==> config.mk <==
export PLATFORM = sky130hd
export DESIGN_NAME = mem_arbiter_flat
export DESIGN_NICKNAME = d
export VERILOG_FILES = /design/src/rtl/mem_ctrl_pkg.sv /design/src/rtl/mem_arbiter_if.sv /design/src/rtl/rr_arbiter2.sv /design/src/rtl/mem_arbiter.sv /design/src/flat_wrapper.sv
export SDC_FILE = /design/constraint.sdc
export NUM_CORES = 1
export LEC_CHECK = 0
export BUFFER_PORTS_ARGS = -buffer_cell sky130_fd_sc_hd__buf_2
export CAP_MARGIN = 5
export CORE_ASPECT_RATIO = 0.6
export CORE_UTILIZATION = 25
export CTS_CLUSTER_DIAMETER = 150
export DETAILED_ROUTE_END_ITERATION = 8
export PLACE_DENSITY = 0.47
export SYNTH_ARGS = -nofsm -noshare
export SYNTH_HDL_FRONTEND = slang
export SYNTH_HIERARCHICAL = 1
export SYNTH_SLANG_ARGS = --single-unit
==> constraint.sdc <==
create_clock -name clock -period 3.45 [get_ports clock]
set_clock_uncertainty 0.2 [all_clocks]
set_input_delay 1.035 -clock clock [delete_from_list [all_inputs] [get_ports clock]]
set_output_delay 1.035 -clock clock [all_outputs]
set_load 0.1 [all_outputs]
==> src/rtl/mem_ctrl_pkg.sv <==
// Shared types and constants for the memory arbiter: FSM states, access-size
// encodings, port identifiers and the read-return pipeline tag.
package mem_ctrl_pkg;

  typedef enum logic [1:0] {
    S_IDLE  = 2'd0,
    S_READ  = 2'd1,
    S_WRITE = 2'd2,
    S_DRAIN = 2'd3
  } state_t;

  typedef enum logic [1:0] {
    SIZE_1  = 2'b00,
    SIZE_4  = 2'b01,
    SIZE_8  = 2'b10,
    SIZE_16 = 2'b11
  } access_size_t;

  typedef enum logic {
    PORT_FETCH = 1'b0,
    PORT_DATA  = 1'b1
  } port_t;

  typedef struct packed {
    logic  valid;
    logic  last;
    port_t port;
  } beat_t;

  localparam logic [31:0] START_ADDR = 32'h8002_0000;
  localparam int          RD_LAT     = 1;

  function automatic logic [4:0] beats(input logic [1:0] size);
    case (access_size_t'(size))
      SIZE_1:  return 5'd1;
      SIZE_4:  return 5'd4;
      SIZE_8:  return 5'd8;
      default: return 5'd16;
    endcase
  endfunction

endpackage

==> src/rtl/mem_arbiter_if.sv <==
// Requester and memory-side signals of the arbiter; the arbiter uses the slave
// view, the surrounding system (requesters plus memory) uses the master view.
interface mem_arbiter_if #(
  parameter int ADDR_W = 32,
  parameter int DATA_W = 32
);
  logic              f_req;
  logic [ADDR_W-1:0] f_addr;
  logic [1:0]        f_size;
  logic              f_gnt;
  logic [DATA_W-1:0] f_rdata;
  logic              f_rvalid;
  logic              f_rlast;

  logic              d_req;
  logic              d_rw;
  logic [ADDR_W-1:0] d_addr;
  logic [1:0]        d_size;
  logic [DATA_W-1:0] d_wdata;
  logic              d_gnt;
  logic [DATA_W-1:0] d_rdata;
  logic              d_rvalid;
  logic              d_rlast;
  logic              d_wdone;

  logic [ADDR_W-1:0] mem_address;
  logic [DATA_W-1:0] mem_data_in;
  logic [1:0]        mem_access_size;
  logic              mem_rw;
  logic              mem_enable;
  logic              mem_busy;
  logic [DATA_W-1:0] mem_data_out;

  modport slave (
    input  f_req, f_addr, f_size,
    input  d_req, d_rw, d_addr, d_size, d_wdata,
    input  mem_busy, mem_data_out,
    output f_gnt, f_rdata, f_rvalid, f_rlast,
    output d_gnt, d_rdata, d_rvalid, d_rlast, d_wdone,
    output mem_address, mem_data_in, mem_access_size, mem_rw, mem_enable
  );

  modport master (
    output f_req, f_addr, f_size,
    output d_req, d_rw, d_addr, d_size, d_wdata,
    output mem_busy, mem_data_out,
    input  f_gnt, f_rdata, f_rvalid, f_rlast,
    input  d_gnt, d_rdata, d_rvalid, d_rlast, d_wdone,
    input  mem_address, mem_data_in, mem_access_size, mem_rw, mem_enable
  );
endinterface

==> src/rtl/rr_arbiter2.sv <==
// Two-way round-robin: on a tie the port not granted last wins. The pointer
// starts at data so fetch wins the first tie after reset.
module rr_arbiter2 (
  input  logic       clock,
  input  logic       reset,
  input  logic [1:0] req,    // [0]=fetch, [1]=data
  input  logic       take,   // grant is consumed this cycle
  output logic [1:0] grant
);
  import mem_ctrl_pkg::*;

  port_t last;

  always_comb begin
    // NOTE: grant gets a default before any branch so no path leaves it unassigned (no inferred latch).
    grant = req;
    if (&req) grant = (last == PORT_DATA) ? 2'b01 : 2'b10;
  end

  always_ff @(posedge clock) begin
    if (reset)     last <= PORT_DATA;
    else if (take) last <= grant[1] ? PORT_DATA : PORT_FETCH;
  end

endmodule

==> src/rtl/mem_arbiter.sv <==
// Arbiter and burst sequencer: shares single-word main memory between fetch and
// load/store, expands multi-word reads into beats returned to the owning port.
module mem_arbiter #(
  parameter int          ADDR_W     = 32,
  parameter int          DATA_W     = 32,
  parameter logic [31:0] START_ADDR = mem_ctrl_pkg::START_ADDR
) (
  input logic          clock,
  input logic          reset,
  mem_arbiter_if.slave bus
);
  import mem_ctrl_pkg::*;

  state_t            state;
  logic [ADDR_W-1:0] addr_q;
  logic [3:0]        last_idx;
  logic [3:0]        issued;
  port_t             owner;
  logic              rw_q;
  logic [DATA_W-1:0] wdata_q;
  beat_t             pipe [RD_LAT];

  logic [1:0] req;
  logic [1:0] grant;
  logic       take;
  logic       issue;
  logic       pipe_pending;
  logic       ret_f;
  logic       ret_d;

  // The window base is informational only; byte-offset bits of addresses are dropped.
  logic unused;
  assign unused = ^{START_ADDR, bus.f_addr[1:0], bus.d_addr[1:0]};

  assign req   = {bus.d_req, bus.f_req};
  assign take  = (state == S_IDLE) && (|req);
  assign issue = (state == S_READ) && !bus.mem_busy;

  rr_arbiter2 u_rr (
    .clock (clock),
    .reset (reset),
    .req   (req),
    .take  (take),
    .grant (grant)
  );

  // A write holds the bus through busy; a read simply skips busy cycles.
  assign bus.mem_enable      = issue || (state == S_WRITE);
  assign bus.mem_rw          = rw_q;
  assign bus.mem_address     = addr_q;
  assign bus.mem_data_in     = wdata_q;
  assign bus.mem_access_size = SIZE_1;

  always_comb begin
    pipe_pending = 1'b0;
    for (int i = 0; i < RD_LAT; i++) pipe_pending = pipe_pending | pipe[i].valid;
  end

  // NOTE: sequential state uses non-blocking assignments so every register samples pre-edge values.
  always_ff @(posedge clock) begin
    if (reset) begin
      state       <= S_IDLE;
      addr_q      <= '0;
      last_idx    <= '0;
      issued      <= '0;
      owner       <= PORT_DATA;
      rw_q        <= 1'b1;
      wdata_q     <= '0;
      bus.f_gnt   <= 1'b0;
      bus.d_gnt   <= 1'b0;
      bus.d_wdone <= 1'b0;
    end else begin
      bus.f_gnt   <= 1'b0;
      bus.d_gnt   <= 1'b0;
      bus.d_wdone <= 1'b0;
      case (state)
        S_IDLE: begin
          if (take) begin
            bus.f_gnt <= grant[0];
            bus.d_gnt <= grant[1];
            issued    <= '0;
            if (grant[1]) begin
              addr_q <= {bus.d_addr[ADDR_W-1:2], 2'b00};
              owner  <= PORT_DATA;
              if (bus.d_rw) begin
                rw_q     <= 1'b1;
                last_idx <= 4'(beats(bus.d_size) - 5'd1);
                state    <= S_READ;
              end else begin
                rw_q     <= 1'b0;
                wdata_q  <= bus.d_wdata;
                last_idx <= '0;
                state    <= S_WRITE;
              end
            end else begin
              addr_q   <= {bus.f_addr[ADDR_W-1:2], 2'b00};
              owner    <= PORT_FETCH;
              rw_q     <= 1'b1;
              last_idx <= 4'(beats(bus.f_size) - 5'd1);
              state    <= S_READ;
            end
          end
        end
        S_READ: begin
          if (!bus.mem_busy) begin
            addr_q <= addr_q + ADDR_W'(4);
            issued <= issued + 4'd1;
            if (issued == last_idx) state <= S_DRAIN;
          end
        end
        S_WRITE: begin
          if (!bus.mem_busy) begin
            bus.d_wdone <= 1'b1;
            rw_q        <= 1'b1;
            state       <= S_IDLE;
          end
        end
        S_DRAIN: begin
          if (!pipe_pending) state <= S_IDLE;
        end
        default: state <= S_IDLE;
      endcase
    end
  end

  assign ret_f = pipe[RD_LAT-1].valid && (pipe[RD_LAT-1].port == PORT_FETCH);
  assign ret_d = pipe[RD_LAT-1].valid && (pipe[RD_LAT-1].port == PORT_DATA);

  always_ff @(posedge clock) begin
    if (reset) begin
      // NOTE: the beat-tag pipe is reset, unlike a data store, so a reset discards beats in flight.
      for (int i = 0; i < RD_LAT; i++) pipe[i] <= '0;
      bus.f_rvalid <= 1'b0;
      bus.f_rlast  <= 1'b0;
      bus.f_rdata  <= '0;
      bus.d_rvalid <= 1'b0;
      bus.d_rlast  <= 1'b0;
      bus.d_rdata  <= '0;
    end else begin
      pipe[0] <= '{valid: issue, last: issue && (issued == last_idx), port: owner};
      for (int i = 1; i < RD_LAT; i++) pipe[i] <= pipe[i-1];
      bus.f_rvalid <= ret_f;
      bus.f_rlast  <= ret_f && pipe[RD_LAT-1].last;
      bus.d_rvalid <= ret_d;
      bus.d_rlast  <= ret_d && pipe[RD_LAT-1].last;
      if (ret_f) bus.f_rdata <= bus.mem_data_out;
      if (ret_d) bus.d_rdata <= bus.mem_data_out;
    end
  end

endmodule

==> src/flat_wrapper.sv <==
// flat-port wrapper written by rule: the top's interface ports become plain ports
module mem_arbiter_flat import mem_ctrl_pkg::*;
#(
  parameter int          ADDR_W     = 32,
  parameter int          DATA_W     = 32,
  parameter logic [31:0] START_ADDR = mem_ctrl_pkg::START_ADDR
)
  (clock, reset, bus_f_req, bus_f_addr, bus_f_size, bus_d_req, bus_d_rw, bus_d_addr, bus_d_size, bus_d_wdata, bus_mem_busy, bus_mem_data_out, bus_f_gnt, bus_f_rdata, bus_f_rvalid, bus_f_rlast, bus_d_gnt, bus_d_rdata, bus_d_rvalid, bus_d_rlast, bus_d_wdone, bus_mem_address, bus_mem_data_in, bus_mem_access_size, bus_mem_rw, bus_mem_enable);
  mem_arbiter_if #(.ADDR_W(ADDR_W), .DATA_W(DATA_W)) bus_i ();
  input logic clock;
  input logic reset;
  input wire logic [$bits(bus_i.f_req)-1:0] bus_f_req;
  input wire logic [$bits(bus_i.f_addr)-1:0] bus_f_addr;
  input wire logic [$bits(bus_i.f_size)-1:0] bus_f_size;
  input wire logic [$bits(bus_i.d_req)-1:0] bus_d_req;
  input wire logic [$bits(bus_i.d_rw)-1:0] bus_d_rw;
  input wire logic [$bits(bus_i.d_addr)-1:0] bus_d_addr;
  input wire logic [$bits(bus_i.d_size)-1:0] bus_d_size;
  input wire logic [$bits(bus_i.d_wdata)-1:0] bus_d_wdata;
  input wire logic [$bits(bus_i.mem_busy)-1:0] bus_mem_busy;
  input wire logic [$bits(bus_i.mem_data_out)-1:0] bus_mem_data_out;
  output wire logic [$bits(bus_i.f_gnt)-1:0] bus_f_gnt;
  output wire logic [$bits(bus_i.f_rdata)-1:0] bus_f_rdata;
  output wire logic [$bits(bus_i.f_rvalid)-1:0] bus_f_rvalid;
  output wire logic [$bits(bus_i.f_rlast)-1:0] bus_f_rlast;
  output wire logic [$bits(bus_i.d_gnt)-1:0] bus_d_gnt;
  output wire logic [$bits(bus_i.d_rdata)-1:0] bus_d_rdata;
  output wire logic [$bits(bus_i.d_rvalid)-1:0] bus_d_rvalid;
  output wire logic [$bits(bus_i.d_rlast)-1:0] bus_d_rlast;
  output wire logic [$bits(bus_i.d_wdone)-1:0] bus_d_wdone;
  output wire logic [$bits(bus_i.mem_address)-1:0] bus_mem_address;
  output wire logic [$bits(bus_i.mem_data_in)-1:0] bus_mem_data_in;
  output wire logic [$bits(bus_i.mem_access_size)-1:0] bus_mem_access_size;
  output wire logic [$bits(bus_i.mem_rw)-1:0] bus_mem_rw;
  output wire logic [$bits(bus_i.mem_enable)-1:0] bus_mem_enable;
  assign bus_i.f_req = bus_f_req;
  assign bus_i.f_addr = bus_f_addr;
  assign bus_i.f_size = bus_f_size;
  assign bus_i.d_req = bus_d_req;
  assign bus_i.d_rw = bus_d_rw;
  assign bus_i.d_addr = bus_d_addr;
  assign bus_i.d_size = bus_d_size;
  assign bus_i.d_wdata = bus_d_wdata;
  assign bus_i.mem_busy = bus_mem_busy;
  assign bus_i.mem_data_out = bus_mem_data_out;
  assign bus_f_gnt = bus_i.f_gnt;
  assign bus_f_rdata = bus_i.f_rdata;
  assign bus_f_rvalid = bus_i.f_rvalid;
  assign bus_f_rlast = bus_i.f_rlast;
  assign bus_d_gnt = bus_i.d_gnt;
  assign bus_d_rdata = bus_i.d_rdata;
  assign bus_d_rvalid = bus_i.d_rvalid;
  assign bus_d_rlast = bus_i.d_rlast;
  assign bus_d_wdone = bus_i.d_wdone;
  assign bus_mem_address = bus_i.mem_address;
  assign bus_mem_data_in = bus_i.mem_data_in;
  assign bus_mem_access_size = bus_i.mem_access_size;
  assign bus_mem_rw = bus_i.mem_rw;
  assign bus_mem_enable = bus_i.mem_enable;
  mem_arbiter #(.ADDR_W(ADDR_W), .DATA_W(DATA_W), .START_ADDR(START_ADDR)) u_core (.clock(clock), .reset(reset), .bus(bus_i));
endmodule
==> results.txt, run 1 <==
outcome - complete, no violations
initial DRC count - 335
Layout area overhead - 35.0%
GRT met1 Usage - 24.3%
critical path peak fanout - 14
GRT met3 Usage - 6.96%
post-synthesis sequential area ratio - 46.1%
maximum clock frequency - 0.342 GHz
top post-synthesis cells by area - dfxtp_1 46%, nand2_1 13%, a21oi_1 10%
Crit path arrival time - 1690 ps
count of hold-fix buffers inserted at cts - 0
via count - 6570
Hold Path Class - reg -> reg
Pleak - 3.72 nW
TritonCTS Buffers - 17
Synth Warn # - 6
ys flop type - dfxtp_1
Row Count - 45
H-Tree Level Count - 4
Die X - 209 µm
Resized Gates After CTS - 0
Hold Fails Final Rpt - 0
Ant. Diodes - 0
Crit Path Class - in -> out
DRC violations left - 0
Die ar. - 26400 µm²
Worst EP required - 2210 ps
total wire length - 22.1 mm
synthesized flop and latch total - 148
Initial Util - 25.4%
worst hold slack - 248 ps
ys async rst share - 0%
most congested layer reported by global routing - met1
Post-Syn Area - 6430 µm²
Final Slew Violations - 0
GR Overflow Total - 0
vias in the first global route - 6082
Worst VDD drop - 0.325 mV
share of post-route cells with drive strength above 1 - 30.7%
WL/cell - 15.8 µm
Filler Cells Inserted - 2772
endpoints failing setup - 0
clk slew on worst S/H paths - 60 ps
Slew HR - 60.1%
Final HPWL DP - 15.4 mm
Synth top cells by count - 221 x nand2_1, 148 x dfxtp_1, 132 x a21oi_1
startpoint types - primary input
fin crit share - 84.7%
leading area contributor after synthesis - dfxtp_1
TritonCTS clock tree - built
top cell type's share of synthesized area - 46.1%
FF-to-FF path depth - 6
FF+latch area - 2960 µm²
TritonRoute pass-1 iters - 5
gr usage total - 17.0%
IO Pins - 277
Tmin final - 2920 ps
Max Cap Viol - 0
syn avg cell area - 7.81 µm²
Worst Hold Depth - 2
power density over the cells - 634 nW/µm²
Via density - 4.68
met2 usage - 23.0%
critical path capture point type - output port
clk sink count - 148
worst slew pin tran - 598 ps
post-CTS setup repair buffer count - 0
cell with the most instances after synthesis - nand2_1
EDFF count, synth - 0
cells after synthesis - 824
Setup TNS - 0 ps
Detail Route Antenna Nets - 0
maximum number of pins on one net before global-route repair - 68
Root Driver - clkbuf_16
Placer Congestion - 0.735
Yosys cell types - 64
RSZ-0062 raised after global routing - false
area of the multi-input gates - 3220 µm²
Core Box Area - 25300 µm²
IO buf count - 268
clock tree buffer depth - 2
nets@finish - 1203
Die Y - 126 µm
initial antenna violation count - 2
Skew-Pair Late Insertion Delay - 440 ps
global-route wire length before repair - 34.7 mm
final cells by class:
class / instances / share of cell area (%)
multi-input combinational: 605 / 37.1
inverter: 5 / 0.216
tap: 329 / 4.74
clock buffer: 18 / 4.94
clock inverter: 13 / 1.56
timing repair buffer: 286 / 17.3
sequential: 148 / 34.1
logic make-up after synthesis:
family          share of synthesized area, %
simple gates                            24.7
compound gates                          18.5
flops                                   46.1
buf+inv                                 4.61
mux                                     5.21
xor+xnor                               0.545
fa+ha+maj                              0.389
other cells                           0.0583
final timing paths:
check	from	slack, ps	endpoint
setup / recovery	bus_mem_busy	530	bus_mem_enable
hold / removal	u_core/bus.f_rdata[21]	250	u_core/bus.f_rdata[21]
setup reg to reg	u_core/state[1]	970	u_core/u_rr/last
hold reg to reg	u_core/bus.f_rdata[21]	250	u_core/bus.f_rdata[21]
where the power goes:
part           leakage, nW  total (W)  internal (W)  switching [W]
Combinational         2.25    0.00169      0.000378        0.00131
Clock                0.264    0.00182       0.00106       0.000769
Sequential            1.20    0.00199       0.00184       0.000151
Total                 3.72    0.00551       0.00327        0.00223
registers in the layout, summed over array words and instances, names as in the netlist, 2 cells and up:
signal,count
u_core/bus.mem_address,30
u_core/bus.d_rdata,32
u_core/pipe,3
u_core/bus.mem_data_in,32
u_core/issued,4
u_core/bus.f_rdata,32
u_core/last_idx,3
u_core/state,2
cell usage in the layout, fill, tap and decap left out, drive strengths merged, types with 3 or more instances in the layout:
master | Yosys | final
conb | 1 | 4
dfxtp | 148 | 148
or4 | 3 | 3
and3 | 9 | 9
mux2 | 4 | 4
o32ai | 3 | 3
nand2b | 10 | 10
and2 | 3 | 3
nand2 | 221 | 221
a22oi | 3 | 3
clkinvlp | 0 | 5
clkinv | 0 | 5
nand4 | 13 | 13
nand3 | 9 | 9
nor3 | 25 | 25
o31ai | 3 | 3
a31oi | 7 | 7
clkbuf | 57 | 18
o22ai | 5 | 5
mux2i | 29 | 29
nor4 | 4 | 4
a211oi | 5 | 5
o21ai | 25 | 25
inv | 5 | 6
nor3b | 3 | 3
a21oi | 132 | 132
o211ai | 4 | 4
buf | 12 | 286
nor2b | 8 | 8
nor2 | 36 | 36
metal layers:
metal | vias up | wire length, µm
li1 | 3320 | -
met1 | 3009 | 11200
met2 | 215 | 8870
met3 | 22 | 1830
met4 | 4 | 246
met5 | - | 23
through the flow:
step                      cells  util [%]  cell area [µm²]  setup slack (ps)  power (W)
after floorplan             827         -             6450               134    0.00331
after global placement     1373      32.1             8120               468    0.00372
after detailed placement   1373      32.1             8120               439    0.00372
after CTS                  1404      34.4             8690               509    0.00560
after global routing       1404      34.4             8690               481    0.00579
final                      1404      34.4             8690               528    0.00551
worst max-delay path, stage by stage:
cell and delay (ps):
buf_2 210, o21ai_2 230, buf_12 200
Power figures use the tool's default switching activity.
==> run 2, diff against run 1 <==
Settings changed: ABC_AREA from default to 1.
Clock period 3.45 ns to 2.9 ns, I/O delays scaled along.
==> results.txt, run 2 <==
clock tree buffer depth - 2 (unchanged)
worst slew pin tran - 598 ps (-0.674 ps)
endpoints failing setup - 0 (unchanged)
most frequent cells in the layout - 267 x buf_2, 209 x nor2_1, 153 x o21ai_0
Row Count - 46 (+2.2%)
Skew-Pair Late Insertion Delay - 440 ps (about the same)
clk sink count - 148 (unchanged)
startpoint types - flop
Die X - 214 µm (+2.2%)
Final Util - 34.2% (-0.17 points)
total wire length - 23.1 mm (+4.3%)
TritonCTS clock tree - built
Initial Util - 25.5% (about the same)
critical path capture point type - output port
syn avg cell area - 6.87 µm² (-12%)
DP Cell Count - 1568 (+14%)
Worst EP required - 1830 ps (-380 ps)
Die ar. - 27600 µm² (+4.5%)
Tmin final - 2650 ps
count of hold-fix buffers inserted at cts - 0 (unchanged)
top post-synthesis cells by area - dfxtp_1 44%, nor2_1 12%, o21ai_0 11%
maximum clock frequency - 0.377 GHz
Via density - 4.42 (-5.6%)
outcome - complete, no violations
FF+latch area - 2960 µm² (unchanged)
most common cell after layout, fill and taps aside - buf_2
worst hold slack - 257 ps (+8.17 ps)
setup ws final - 250 ps (-278 ps)
clk slew on worst S/H paths - 60 ps (about the same)
share of post-route cells with drive strength above 1 - 27.9% (-2.8 points)
Resized Gates After CTS - 0 (unchanged)
Hold Fails Final Rpt - 0 (unchanged)
Core Box Area - 26400 µm² (+4.5%)
initial antenna violation count - 5 (+3)
top cell type's share of synthesized area - 44.1% (-2.0 points)
vias in the first global route - 6324 (+4.0%)
TritonRoute pass-1 iters - 7 (+2)
post-synthesis sequential area ratio - 44.1% (-2.0 points)
via count - 7088 (+7.9%)
synthesized flop and latch total - 148 (unchanged)
Post-Syn Area - 6720 µm² (+4.5%)
cell with the most instances after synthesis - nor2_1
H-Tree Level Count - 4 (unchanged)
Final HPWL DP - 16.6 mm (+7.8%)
Root Driver - clkbuf_16
Crit Path Class - reg -> out
pre-CTS setup slack - 341 ps (-98.3 ps)
global-route wire length before repair - 34.8 mm (+0.16%)
Layout area overhead - 34.3%
critical path peak fanout - 7 (-7)
ys async rst share - 0% (unchanged)
Slew HR - 60.1% (about the same)
IO buf count - 268 (unchanged)
fin cells - 1604 (+14%)
Max Cap Viol - 0 (unchanged)
Worst VDD drop - 0.626 mV (+92%)
nets@finish - 1367 (+14%)
Placer Congestion - 0.862 (+17%)
Filler Cells Inserted - 2894 (+4.4%)
leading area contributor after synthesis - dfxtp_1
RSZ-0062 raised after global routing - false
Synth top cells by count - 210 x nor2_1, 153 x o21ai_0, 148 x dfxtp_1
Yosys cell types - 37 (-42%)
initial DRC count - 428 (+28%)
TritonCTS Buffers - 17 (unchanged)
DRC violations left - 0 (unchanged)
cells after synthesis - 979 (+19%)
Setup TNS - 0 ps (unchanged)
fin crit share - 91.4%
WL/cell - 14.4 µm (-8.7%)
Detail Route Antenna Nets - 0 (unchanged)
EDFF count, synth - 0 (unchanged)
Hold Path Class - reg -> reg
Synth Warn # - 6 (unchanged)
gr usage total - 16.5% (-0.53 points)
Die Y - 129 µm (+2.2%)
Crit path arrival time - 1580 ps (-110 ps)
power density over the cells - 1060 nW/µm² (+68%)
area of the multi-input gates - 3220 µm² (about the same)
IO Pins - 277 (unchanged)
GR Overflow Total - 0 (unchanged)
Final Slew Violations - 0 (unchanged)
Pleak - 4.27 nW (+15%)
maximum number of pins on one net before global-route repair - 59 (-13%)
post-CTS setup repair buffer count - 0 (unchanged)
ys flop type - dfxtp_1
run 2: area by class of cell:
cell class | instances | area share [%]
repair buffers | 285 | 16.7
diodes | 4 | 0.111
clock buffers | 21 | 5.32
inverters | 72 | 2.99
clock inverters | 11 | 1.37
flip-flops and latches | 148 | 32.8
well taps | 360 | 4.99
multi-input cells | 703 | 35.7
run 2: worst paths after layout:
check	startpoint	endpoint	slack [ps]	cells after the start
setup / recovery	u_core/state[0]	bus_mem_enable	250	5
hold / removal	u_core/bus.mem_data_in[6]	u_core/bus.mem_data_in[6]	260	2
setup reg to reg	u_core/state[0]	u_core/bus.mem_address[6]	710	8
hold reg to reg	u_core/bus.mem_data_in[6]	u_core/bus.mem_data_in[6]	260	2
run 2: critical path, cell delays in order, from the launching register on:
cell and delay (ps):
dfxtp_1 420, inv_2 90, nor2_4 200, nand2_2 120, nand2_1 130, buf_12 180
run 2: power breakdown:
part	internal, W	switching (W)	leakage (nW)
Clock	0.00136	0.000911	0.292
Sequential	0.00241	0.000409	1.21
Combinational	0.000821	0.00369	2.77
Total	0.00459	0.00501	4.27
run 2: cells by family after synthesis:
family                   after synthesis  share of synthesized area (%)
AND/OR/NAND/NOR                      452                           28.1
adder cells (fa/ha/maj)                2                          0.372
XOR/XNOR                               8                           1.04
buffers and inverters                131                           8.19
other                                  1                         0.0558
flip-flops                           148                           44.1
AO/OA/AOI/OAI                        237                           18.2
run 2: metrics by stage:
step                power, W  area, µm²
global route          0.0101       9030
global placement     0.00736       8420
CTS                  0.00971       9020
finish               0.00960       9030
floorplan            0.00645       6740
detailed placement   0.00739       8420
run 2: per-layer routing:
layer  global-route usage (%)  wire, µm  up-vias  part of all wire [%]
met2                     22.5      9000      212                    39
met1                     22.8     11500     3172                    50
met4                     5.59       310        2                   1.3
met5                        0         8        -                 0.035
li1                         -         -     3680                     -
met3                     7.22      2220       22                   9.6
